==> config.mk <==
export PLATFORM = sky130hd
export DESIGN_NAME = alu_wb_buffer
export DESIGN_NICKNAME = d
export VERILOG_FILES = /design/src/rtl/alu_wb_buffer.sv
export SDC_FILE = /design/constraint.sdc
export NUM_CORES = 1
export LEC_CHECK = 0
export ABC_AREA = 1
export CORE_MARGIN = 2
export CORE_UTILIZATION = 40
export DETAILED_ROUTE_END_ITERATION = 8
export GPL_TIMING_DRIVEN = 0
export PLACE_DENSITY = 0.63
export SLEW_MARGIN = 25
export SYNTH_ARGS = -nofsm -noshare
export SYNTH_HDL_FRONTEND = slang
export SYNTH_SLANG_ARGS = --single-unit
==> constraint.sdc <==
create_clock -name clk -period 22.4 [get_ports clk]
set_clock_uncertainty 0.05 [all_clocks]
set_input_delay 3.36 -clock clk [delete_from_list [all_inputs] [get_ports clk]]
set_output_delay 3.36 -clock clk [all_outputs]
set_load 0.1 [all_outputs]
==> src/rtl/alu_wb_buffer.sv <==
// ALU completion buffer: queues finished ALU ops in order and drains them to the
// register file, ROB, CSR file and branch predictor, back-pressuring the ALU when full.
module alu_wb_buffer #(
  parameter int XLEN                 = 64,
  parameter int PHY_REG_ADDR_WIDTH   = 6,
  parameter int ROB_INDEX_WIDTH      = 4,
  parameter int VIRTUAL_ADDR_LEN     = 39,
  parameter int CSR_ADDR_LEN         = 12,
  parameter int EXCEPTION_CODE_WIDTH = 4,
  parameter int DEPTH                = 4
) (
  input  logic                            clk,
  input  logic                            rstn,
  input  logic                            flush,
  output logic                            stall_o,
  input  logic                            alu_done_i,
  input  logic [PHY_REG_ADDR_WIDTH-1:0]   alu_rd_addr_i,
  input  logic [ROB_INDEX_WIDTH-1:0]      alu_rob_index_i,
  input  logic [XLEN-1:0]                 alu_result_i,
  input  logic                            alu_exception_valid_i,
  input  logic [EXCEPTION_CODE_WIDTH-1:0] alu_ecause_i,
  input  logic                            alu_csr_valid_i,
  input  logic                            alu_csr_write_i,
  input  logic [CSR_ADDR_LEN-1:0]         alu_csr_address_i,
  input  logic [XLEN-1:0]                 alu_csr_data_i,
  input  logic                            alu_jump_i,
  input  logic                            alu_branch_i,
  input  logic [VIRTUAL_ADDR_LEN-1:0]     alu_pc_i,
  input  logic [VIRTUAL_ADDR_LEN-1:0]     alu_next_pc_i,
  output logic                            prf_wr_en_o,
  output logic [PHY_REG_ADDR_WIDTH-1:0]   prf_wr_addr_o,
  output logic [XLEN-1:0]                 prf_wr_data_o,
  output logic                            rob_cpl_valid_o,
  input  logic                            rob_cpl_ready_i,
  output logic [ROB_INDEX_WIDTH-1:0]      rob_cpl_index_o,
  output logic                            rob_cpl_exception_o,
  output logic [EXCEPTION_CODE_WIDTH-1:0] rob_cpl_ecause_o,
  output logic                            csr_wr_valid_o,
  input  logic                            csr_wr_ready_i,
  output logic [CSR_ADDR_LEN-1:0]         csr_wr_address_o,
  output logic [XLEN-1:0]                 csr_wr_data_o,
  output logic                            bpu_upd_valid_o,
  output logic                            bpu_upd_jump_o,
  output logic                            bpu_upd_branch_o,
  output logic [VIRTUAL_ADDR_LEN-1:0]     bpu_upd_pc_o,
  output logic [VIRTUAL_ADDR_LEN-1:0]     bpu_upd_next_pc_o
);

  localparam int PTR_W = $clog2(DEPTH);
  localparam int CNT_W = $clog2(DEPTH + 1);
  localparam logic [CNT_W-1:0] FULL = CNT_W'(DEPTH);

  logic [PHY_REG_ADDR_WIDTH-1:0]   rd_q     [DEPTH];
  logic [ROB_INDEX_WIDTH-1:0]      rob_q    [DEPTH];
  logic [XLEN-1:0]                 res_q    [DEPTH];
  logic                            exc_q    [DEPTH];
  logic [EXCEPTION_CODE_WIDTH-1:0] ecause_q [DEPTH];
  logic                            csr_v_q  [DEPTH];
  logic                            csr_w_q  [DEPTH];
  logic [CSR_ADDR_LEN-1:0]         csr_a_q  [DEPTH];
  logic [XLEN-1:0]                 csr_d_q  [DEPTH];
  logic                            jump_q   [DEPTH];
  logic                            br_q     [DEPTH];
  logic [VIRTUAL_ADDR_LEN-1:0]     pc_q     [DEPTH];
  logic [VIRTUAL_ADDR_LEN-1:0]     npc_q    [DEPTH];

  logic [PTR_W-1:0] wr_ptr_q, wr_ptr_d, rd_ptr_q, rd_ptr_d;
  logic [CNT_W-1:0] count_q, count_d;
  logic             gate, head_valid, needs_csr, cpl_ok, push, pop, head_ok;

  // Strobes are suppressed in reset and flush cycles so nothing half-commits.
  assign gate       = rstn & ~flush;
  assign stall_o    = (count_q == FULL);
  assign head_valid = (count_q != '0);
  assign needs_csr  = csr_v_q[rd_ptr_q] & csr_w_q[rd_ptr_q] & ~exc_q[rd_ptr_q];
  assign cpl_ok     = head_valid & (~needs_csr | csr_wr_ready_i) & gate;
  assign push       = alu_done_i & ~stall_o & gate;
  assign pop        = cpl_ok & rob_cpl_ready_i;
  assign head_ok    = pop & ~exc_q[rd_ptr_q];

  assign rob_cpl_valid_o = cpl_ok;
  assign csr_wr_valid_o  = head_valid & needs_csr & rob_cpl_ready_i & gate;
  assign prf_wr_en_o     = head_ok & (rd_q[rd_ptr_q] != '0);
  assign bpu_upd_valid_o = head_ok & (jump_q[rd_ptr_q] | br_q[rd_ptr_q]);

  assign prf_wr_addr_o       = head_valid ? rd_q[rd_ptr_q]     : '0;
  assign prf_wr_data_o       = head_valid ? res_q[rd_ptr_q]    : '0;
  assign rob_cpl_index_o     = head_valid ? rob_q[rd_ptr_q]    : '0;
  assign rob_cpl_exception_o = head_valid & exc_q[rd_ptr_q];
  assign rob_cpl_ecause_o    = head_valid ? ecause_q[rd_ptr_q] : '0;
  assign csr_wr_address_o    = head_valid ? csr_a_q[rd_ptr_q]  : '0;
  assign csr_wr_data_o       = head_valid ? csr_d_q[rd_ptr_q]  : '0;
  assign bpu_upd_jump_o      = head_valid & jump_q[rd_ptr_q];
  assign bpu_upd_branch_o    = head_valid & br_q[rd_ptr_q];
  assign bpu_upd_pc_o        = head_valid ? pc_q[rd_ptr_q]     : '0;
  assign bpu_upd_next_pc_o   = head_valid ? npc_q[rd_ptr_q]    : '0;

  always_comb begin
    wr_ptr_d = wr_ptr_q + PTR_W'(push);
    rd_ptr_d = rd_ptr_q + PTR_W'(pop);
    count_d  = count_q + CNT_W'(push) - CNT_W'(pop);
  end

  always_ff @(posedge clk) begin
    if (!rstn || flush) begin
      wr_ptr_q <= '0;
      rd_ptr_q <= '0;
      count_q  <= '0;
    end else begin
      wr_ptr_q <= wr_ptr_d;
      rd_ptr_q <= rd_ptr_d;
      count_q  <= count_d;
    end
  end

  always_ff @(posedge clk) begin
    if (push) begin
      rd_q[wr_ptr_q]     <= alu_rd_addr_i;
      rob_q[wr_ptr_q]    <= alu_rob_index_i;
      res_q[wr_ptr_q]    <= alu_result_i;
      exc_q[wr_ptr_q]    <= alu_exception_valid_i;
      ecause_q[wr_ptr_q] <= alu_ecause_i;
      csr_v_q[wr_ptr_q]  <= alu_csr_valid_i;
      csr_w_q[wr_ptr_q]  <= alu_csr_write_i;
      csr_a_q[wr_ptr_q]  <= alu_csr_address_i;
      csr_d_q[wr_ptr_q]  <= alu_csr_data_i;
      jump_q[wr_ptr_q]   <= alu_jump_i;
      br_q[wr_ptr_q]     <= alu_branch_i;
      pc_q[wr_ptr_q]     <= alu_pc_i;
      npc_q[wr_ptr_q]    <= alu_next_pc_i;
    end
  end

endmodule

[After elaboration in Yosys (flattened, before gate mapping)]
Memories as Yosys holds them, arrays and structs flattened. A register that Yosys moved wholly into a read port is not among the register bits.
Cells that the tools add are included.
Operators by class
  $add $sub $neg: 4
  muxes and demuxes: 23
  divide/modulo/power cells: 0
  equal/unequal tests: 1
  magnitude comparators: 0
  $mul: 0
  reductions and logical operators: 4
  shift-type cells: 0
  bitwise gates (word level): 23
Operators by type and width (number)
  2-to-1 mux 64 bit: 2
  2-to-1 mux 39 bit: 2
  2-to-1 mux 2 bit: 13
  bitwise AND 1 bit: 17
  2-to-1 mux 12 bit: 1
  2-to-1 mux 4 bit: 2
  2-to-1 mux 6 bit: 1
  nonzero test 6 bit: 1
  adder 2 x 1 -> 2 bit: 2
  inverter 1 bit: 4
  adder 3 x 1 -> 3 bit: 1
  equality test 3 bit, second input constant: 1
  nonzero test 3 bit: 1
  subtractor 3 x 1 -> 3 bit: 1
  2-to-1 mux 1 bit: 2
  OR 1 bit: 2
  logical NOT 1 bit: 1
  logical OR 1 bit: 1
Storage, ports and cells
  memories kept: 13
  word-level logic and storage cells: 71
  bits in registers: 7
  latch bits: 0
  memory bits (writable): 948
  output and inout port bits: 240
  input bits: 243
  bits in read-only memories: 0
Memories
  csr_d_q: depth 4, width 64, read ports 1, clocked after Yosys merged registers in 1, wr ports 1, RTL line 61  | logic [XLEN-1:0] csr_d_q [DEPTH];
  res_q: depth 4, width 64, read ports 1, clocked after Yosys merged registers in 1, wr ports 1, RTL line 55  | logic [XLEN-1:0] res_q [DEPTH];
  npc_q: depth 4, width 39, read ports 1, clocked after Yosys merged registers in 1, wr ports 1, RTL line 65  | logic [VIRTUAL_ADDR_LEN-1:0] npc_q [DEPTH];
  pc_q: depth 4, width 39, read ports 1, clocked after Yosys merged registers in 1, wr ports 1, RTL line 64  | logic [VIRTUAL_ADDR_LEN-1:0] pc_q [DEPTH];
  csr_a_q: depth 4, width 12, read ports 1, clocked after Yosys merged registers in 1, wr ports 1, RTL line 60  | logic [CSR_ADDR_LEN-1:0] csr_a_q [DEPTH];
  rd_q: depth 4, width 6, read ports 1, clocked after Yosys merged registers in 1, wr ports 1, RTL line 53  | logic [PHY_REG_ADDR_WIDTH-1:0] rd_q [DEPTH];
  7 more memories

[Longest topological paths before layout]
Gate-level depths: netlist of the first run.
  depth in word-level cells: 9
  gate-level depth with buffers: 17
  gate-level depth less buffers: 13

[Worst setup path before layout of the first run]
No wires, ideal clock.
  kind: input-to-reg
  start point: input port rstn
  end point: memory br_q[0], enable pin
  required time: 21223 ps
  stages: 4
  path buffers: 0
  library setup time: 1127 ps
  arrival time: 19627 ps
  slack: 1596 ps
  path through: inv_1 -> nor2_1 -> nand2_1 -> nor3_1
On the way
  word-level cells in the longest chain between the ends: 4
RTL lines
  start: declaration: RTL line 13  | input logic rstn,
  bitwise AND 1 bit: RTL line 72  | assign gate = rstn & ~flush;
  bitwise AND 1 bit: RTL line 77  | assign push = alu_done_i & ~stall_o & gate;
  2-to-1 mux 1 bit: RTL line 117  | if (push) begin
  2-to-1 mux 1 bit (not written as such): RTL line 128  | br_q[wr_ptr_q] <= alu_branch_i;
  end: declaration: RTL line 63  | logic br_q [DEPTH];
Every way passes these cells.

[Worst setup path after layout of the first run]
  start point: input port rstn
  end point: output port bpu_upd_valid_o
On the way
  word-level cells in the longest chain between the ends: 5
RTL lines
  bitwise AND 1 bit: RTL line 72
  bitwise AND 1 bit: RTL line 76  | assign cpl_ok = head_valid & (~needs_csr | csr_wr_ready_i) & gate;
  bitwise AND 1 bit: RTL line 78  | assign pop = cpl_ok & rob_cpl_ready_i;
  bitwise AND 1 bit: RTL line 79  | assign head_ok = pop & ~exc_q[rd_ptr_q];
  bitwise AND 1 bit: RTL line 84  | assign bpu_upd_valid_o = head_ok & (jump_q[rd_ptr_q] | br_q[rd_ptr_q]);
  end: declaration: RTL line 42  | output logic bpu_upd_valid_o,
Every way passes these cells.

==> results of run 1 <==
==> cell type report <==
class | instances | area, um^2
Fill cell | 7733 | 44000
Antenna cell | 16 | 40.0
Buffer | 183 | 815
Inverter | 24 | 90.1
Sequential cell | 955 | 28600
Clock inverter | 64 | 497
Clock buffer | 122 | 2650
Tap cell | 1186 | 1480
Multi-Input combinational cell | 1702 | 7380
Timing Repair Buffer | 625 | 5960
==> worst paths after layout <==
path         cells after the start              end  slack (ps)
min reg2reg                      2      wr_ptr_q[1]         540
min                              2      wr_ptr_q[1]         540
max reg2reg                     14   csr_d_q[0][29]       18990
max                              8  bpu_upd_valid_o       12960
==> worst max-delay path, cell delays in order <==
cell             delay (ps)
clkdlybuf4s50_1         450
inv_1                    40
nor2_1                  270
nand3_1                 180
inv_1                    80
nand3_1                 300
nor2_1                  190
clkdlybuf4s50_1        1150
==> cells by family after synthesis <==
logic type / synth area share, %
AO/OA/AOI/OAI: 9.26
buffers and inverters: 2.44
adder cells (fa/ha/maj): 0.190
XOR/XNOR: 0.0475
flip-flops: 77.6
AND/OR/NAND/NOR: 10.5
==> per-layer routing <==
metal / wire, um / share of wire (%) / GRT usage [%] / vias up
met3: 6340 / 6.0 / 4.13 / 171
met5: 102 / 0.097 / 0 / -
met2: 52200 / 49 / 36.2 / 803
li1: - / - / - / 11686
met4: 2980 / 2.8 / 8.51 / 16
met1: 43900 / 42 / 28.5 / 12241
==> layout by cell type, fill, tap and decap left out, drive strengths merged <==
cell type / instances
edfxtp: 948
nor2: 930
clkdlybuf4s50: 473
o21ai: 454
buf: 235
a21oi: 228
clkbuf: 222
clkinv: 50
nand2: 49
inv: 29
nand3: 26
diode: 16
dfxtp: 7
bufinv: 6
nor3: 6
ha: 4
clkinvlp: 3
xnor2: 2
nand4: 1
and3: 1
fa: 1
==> report_power, final <==
group / internal [W] / leakage [nW] / switching [W]
Sequential: 0.00198 / 8.62 / 0.00000325
Combinational: 0.0000645 / 6.13 / 0.000125
Clock: 0.000910 / 1.55 / 0.000677
==> stage by stage <==
step                      power, W  instance area [um^2]
final                      0.00376                 47500
after CTS                  0.00379                 47500
after global routing       0.00386                 47500
after floorplan            0.00212                 36900
after detailed placement   0.00221                 44300
after global placement     0.00222                 43200
==> state kept, by name (all words and copies together) (netlist names), 16 cells and up <==
name,cells
csr_a_q,48
csr_d_q,256
ecause_q,16
npc_q,156
pc_q,156
rd_q,24
res_q,256
rob_q,16
==> results by group, run 1 <==
Run status
  – Status: completed

Clock tree
  – Worst skew pair latency: 670 ps
  – Hold_buf cts: 0
  – Clock buffer count from CTS: 100
  – CTS resizes: 0
  – Root Buffer: clkbuf_16
  – Clock Tree Buf Depth: 3
  – H-Tree Depth: 3
  – Reg clk slew, reported paths: 60 ps
  – Clk sinks: 955
  – Setup Buffers After CTS: 0
  – TritonCTS clock tree: done

Detailed routing
  – Vias: 24917
  – DR vias/cell: 5.11
  – Total iterations of the first detailed-routing run: 5
  – Final ANT Viol Nets: 0
  – Final wirelength: 106000 um
  – DRC Markers: 0
  – Starting DRC count in detailed routing: 1999
  – WL/cell: 21.7 um

Synthesis
  – Top cells by count, synth: edfxtp_1, nor2_1, o21ai_0
  – Synth Cell Area: 36900 um^2
  – Syn_nets: 3112
  – Synth Register Bits: 955
  – Yosys warns: 0
  – Synth async-reset ratio: 0%
  – Most frequent cell after synthesis: edfxtp_1
  – Avg Cell Area, Syn: 12.9 um^2
  – Synthesized instance count: 2864
  – Post-synthesis sequential area ratio: 77.6%
  – Top FF cell, synth: edfxtp_1
  – Yosys top cell area share: 77.2%
  – Top cell type by total area after synthesis: edfxtp_1
  – Top area cells in the synthesized netlist: edfxtp_1, nor2_1, o21ai_0, a21oi_1, clkbuf_1
  – Post-synth EDFFs: 948
  – Netlist cell types: 24

STA
  – Tmin final: 9440 ps
  – Max Fclk: 106 MHz
  – Worst Tran Pin Value: 1120 ps
  – Fin. Hold Viols: 0
  – Count of final max-slew check failures: 0
  – Setup TNS: 0 ps
  – Hold Slack: 537 ps
  – Unrepaired setup endpoints after global routing: false
  – Final period util: 42.1%
  – Slew HR: 25.4%
  – Final worst setup slack: 12960 ps
  – Final setup vio count: 0

Place
  – DP Worst Slack: 12940 ps
  – Port Buffers: 482
  – GPL Wtd Cong: 0.769
  – DP Wirelength: 72900 um
  – Inst Count DP: 4675

Die
  – Site row count: 111
  – Die Span Y: 308 um
  – Die ar.: 94600 um^2
  – Core Region: 91500 um^2
  – Number of I/O pins: 483
  – Initial core utilization: 40.3%
  – Die width: 308 um

Hold path
  – Hold Crit Class: reg -> reg
  – Hold Startpoint: wr_ptr_q[1]

Setup path
  – Setup crit start kind: primary input
  – Crit Path Class: in -> out
  – Required @ worst endpoint: 18990 ps
  – Crit Path Max Fanout: 3
  – Crit end category: output pin
  – Critical path launch point: rstn
  – Reg2reg start: count_q[1]
  – Critical Path AT: 6030 ps

GRT
  – Total grt overflow: 0
  – Initial antenna violation count: 22
  – GRT Total Usage: 21.8%
  – Vias in the first global route: 24412
  – Largest net degree at the start of global routing: 14
  – First-pass GRT wire length: 153000 um

Final layout
  – NumNets Final: 3839
  – Fin util: 51.9%
  – Syn-to-layout area delta: 28.9%
  – Share of layout cells above drive strength 1: 10.4%
  – Layout Cells excl Fill: 4877

Power
  – Peak VDD IR: 0.0607 mV
  – Cell area power density: 79.1 nW/um^2
  – Leakage dissipation: 16.3 nW

Job
  – Max-Cap Viols: 0
Note: power is estimated with default switching activity, not from simulation.
==> run 2, diff against run 1 <==
--- a/config.mk
+++ b/config.mk
@@ -10,7 +10,7 @@
 export CORE_UTILIZATION = 40
 export DETAILED_ROUTE_END_ITERATION = 8
 export GPL_TIMING_DRIVEN = 0
-export PLACE_DENSITY = 0.63
+export PLACE_DENSITY = 0.65
 export SLEW_MARGIN = 25
 export SYNTH_ARGS = -nofsm -noshare
 export SYNTH_HDL_FRONTEND = slang
==> constraint.sdc (replaced) <==
create_clock -name clk -period 8 [get_ports clk]
set_clock_uncertainty 0.05 [all_clocks]
set_input_delay 1.2 -clock clk [delete_from_list [all_inputs] [get_ports clk]]
set_output_delay 1.2 -clock clk [all_outputs]
set_load 0.1 [all_outputs]
==> run 2 against run 1 <==
Critical path depth unchanged. Routed wire length down 0.98%. Non-clock buffer count down 52. Total power rose to 2.8 times the previous value. Count of clock-buffer cells in the layout down 4. Sequential power rose to 2.8 times the previous value. Die area unchanged. Worst hold slack better by 25 ps. Utilization about the same. Global-route usage down 0.083 points. Combinational power rose to 2.8 times the previous value. Critical path type is now reg -> out. Largest power group unchanged. Highest routed layer unchanged.
==> results by group, run 2 (synthesized netlist as in run 1, its figures left out) <==
Detailed routing
  – Met2 wire len: 51700 um (-0.99%)
  – DR vias/cell: 5.08 (-0.62%)
  – Starting DRC count in detailed routing: 2230 (+12%)
  – DRC Markers: 0 (unchanged)
  – Wire length on met1: 43400 um (-1.1%)
  – Final wirelength: 105000 um (-0.98%)
  – Vias: 24462 (-1.8%)
  – Met3 wire len: 6600 um (+4.0%)
  – Highest metal used: met5
  – Total iterations of the first detailed-routing run: 5 (unchanged)
  – Final ANT Viol Nets: 0 (unchanged)
  – WL/cell: 21.7 um (+0.23%)

Clock tree
  – Clock buffer count from CTS: 99 (-1.0%)
  – Setup Buffers After CTS: 0 (unchanged)
  – Clock Tree Buf Depth: 3 (unchanged)
  – Reg clk slew, reported paths: 60 ps (about the same)
  – Worst skew pair latency: 670 ps (about the same)
  – Clk sinks: 955 (unchanged)
  – TritonCTS clock tree: done
  – Root Buffer: clkbuf_16
  – H-Tree Depth: 3 (unchanged)
  – Hold_buf cts: 0 (unchanged)
  – CTS resizes: 0 (unchanged)

Hold path
  – Hold path cells: 3 (+1)
  – Hold Startpoint: rd_ptr_q[0]
  – Worst hold endpoint: rd_ptr_q[0]
  – Hold Crit Class: reg -> reg

Final layout
  – Biggest regs: csr_d_q x256, res_q x256
  – Most frequent cells in the layout: edfxtp_1, nor2_1, clkdlybuf4s50_1
  – NumNets Final: 3786 (-1.4%)
  – Syn-to-layout area delta: 29.0% (about the same)
  – Filler Cell Count: 7603 (-1.7%)
  – Fin util: 52.0% (about the same)
  – Layout Cells excl Fill: 4818 (-1.2%)
  – Share of layout cells above drive strength 1: 9.33% (-1.1 points)
  – Most common cell after layout, fill and taps aside: edfxtp_1
  – Register area: 28600 um^2 (unchanged)
  – Multi-input combinational cell area: 7410 um^2 (+0.34%)

Die
  – Die Span Y: 308 um (unchanged)
  – Core Region: 91500 um^2 (unchanged)
  – Initial core utilization: 40.3% (unchanged)
  – Site row count: 111 (unchanged)
  – Number of I/O pins: 483 (unchanged)
  – Die width: 308 um (unchanged)
  – Die ar.: 94600 um^2 (unchanged)

STA
  – Unrepaired setup endpoints after global routing: false
  – Max Fclk: 184 MHz
  – Final period util: 68.0%
  – Worst Tran Pin Value: 1120 ps (+7.96 ps)
  – Setup TNS: 0 ps (unchanged)
  – Slew HR: 24.8% (-0.53 points)
  – Final setup vio count: 0 (unchanged)
  – Count of final max-slew check failures: 0 (unchanged)
  – Tmin final: 5440 ps
  – Fin. Hold Viols: 0 (unchanged)

GRT
  – Initial antenna violation count: 20 (-9.1%)
  – Total grt overflow: 0 (unchanged)
  – Vias in the first global route: 23859 (-2.3%)
  – Largest net degree at the start of global routing: 15 (+1)
  – First-pass GRT wire length: 153000 um (-0.49%)
  – GRT Total Usage: 21.8% (-0.083 points)

Run status
  – Status: completed

Power
  – Leakage dissipation: 16.1 nW (-0.98%)
  – Total power: 0.0106 W (+180%)
  – Cell area power density: 222 nW/um^2 (+180%)
  – Peak VDD IR: 0.149 mV (+150%)

Setup path
  – Worst R2R Setup Slack: 4910 ps (-14080 ps)
  – Required @ worst endpoint: 6750 ps (-12240 ps)
  – R2r worst-path depth: 12 (-2)
  – Crit Path Class: reg -> out
  – Crit Path Max Fanout: 10 (+7)
  – Critical Path AT: 4190 ps (-1840 ps)
  – Crit end category: output pin
  – Reg2reg start: count_q[1]
  – Setup crit start kind: flop
  – RR Endpoint: csr_d_q[2][0]

Place
  – Port Buffers: 482 (unchanged)
  – GPL Wtd Cong: 0.797 (+3.6%)
  – DP Wirelength: 71600 um (-1.8%)
  – Inst Count DP: 4623 (-1.1%)

Job
  – Max-Cap Viols: 0 (unchanged)
==> run 2: worst max path at each step <==
stage | from | to | slack [ps] | depth (start not counted)
2_1_floorplan | rstn | br_q[2] | -3410 | 4
5_1_grt | rd_ptr_q[0] | bpu_upd_pc_o[0] | 2300 | 8
3_3_place_gp | rstn | csr_d_q[1][35] | -11960 | 5
4_1_cts | rd_ptr_q[0] | bpu_upd_pc_o[0] | 2390 | 8
3_5_place_dp | rstn | bpu_upd_valid_o | 2830 | 8
6_report | rd_ptr_q[0] | bpu_upd_pc_o[0] | 2560 | 8
==> run 2: layout make-up <==
class / count / area share, %
antenna: 11 / 0.0579
tap: 1186 / 3.12
multi-input combinational: 1702 / 15.6
inverter: 24 / 0.189
clock buffer: 118 / 5.49
buffer: 183 / 1.71
timing repair buffer: 573 / 12.5
clock inverter: 66 / 1.21
sequential: 955 / 60.1
==> run 2: stage by stage <==
step	setup WS, ps	hold slack, ps	instance area, um^2
3_3_place_gp	-11960	512	43200
4_1_cts	2390	565	47600
2_1_floorplan	-3410	491	36900
3_5_place_dp	2830	549	44400
6_report	2560	562	47600
5_1_grt	2300	607	47600
==> run 2: worst max-delay path, stage by stage, from the launching register on <==
cell,delay [ps]
dfxtp_1,310
buf_4,160
inv_2,70
buf_6,210
buf_2,390
clkbuf_1,500
o21ai_0,180
a21oi_1,460
clkdlybuf4s50_1,1240
==> run 2: power breakdown <==
| part | switching (W) | internal, W |
|---|---|---|
| clock network | 0.00190 | 0.00259 |
| registers | 0.00000912 | 0.00555 |
| logic | 0.000351 | 0.000182 |
==> run 2: layer usage <==
layer	global-route usage, %	vias to the layer above
met5	0	-
met4	7.39	20
met3	4.20	156
met2	36.0	764
met1	28.8	11934
li1	-	11588
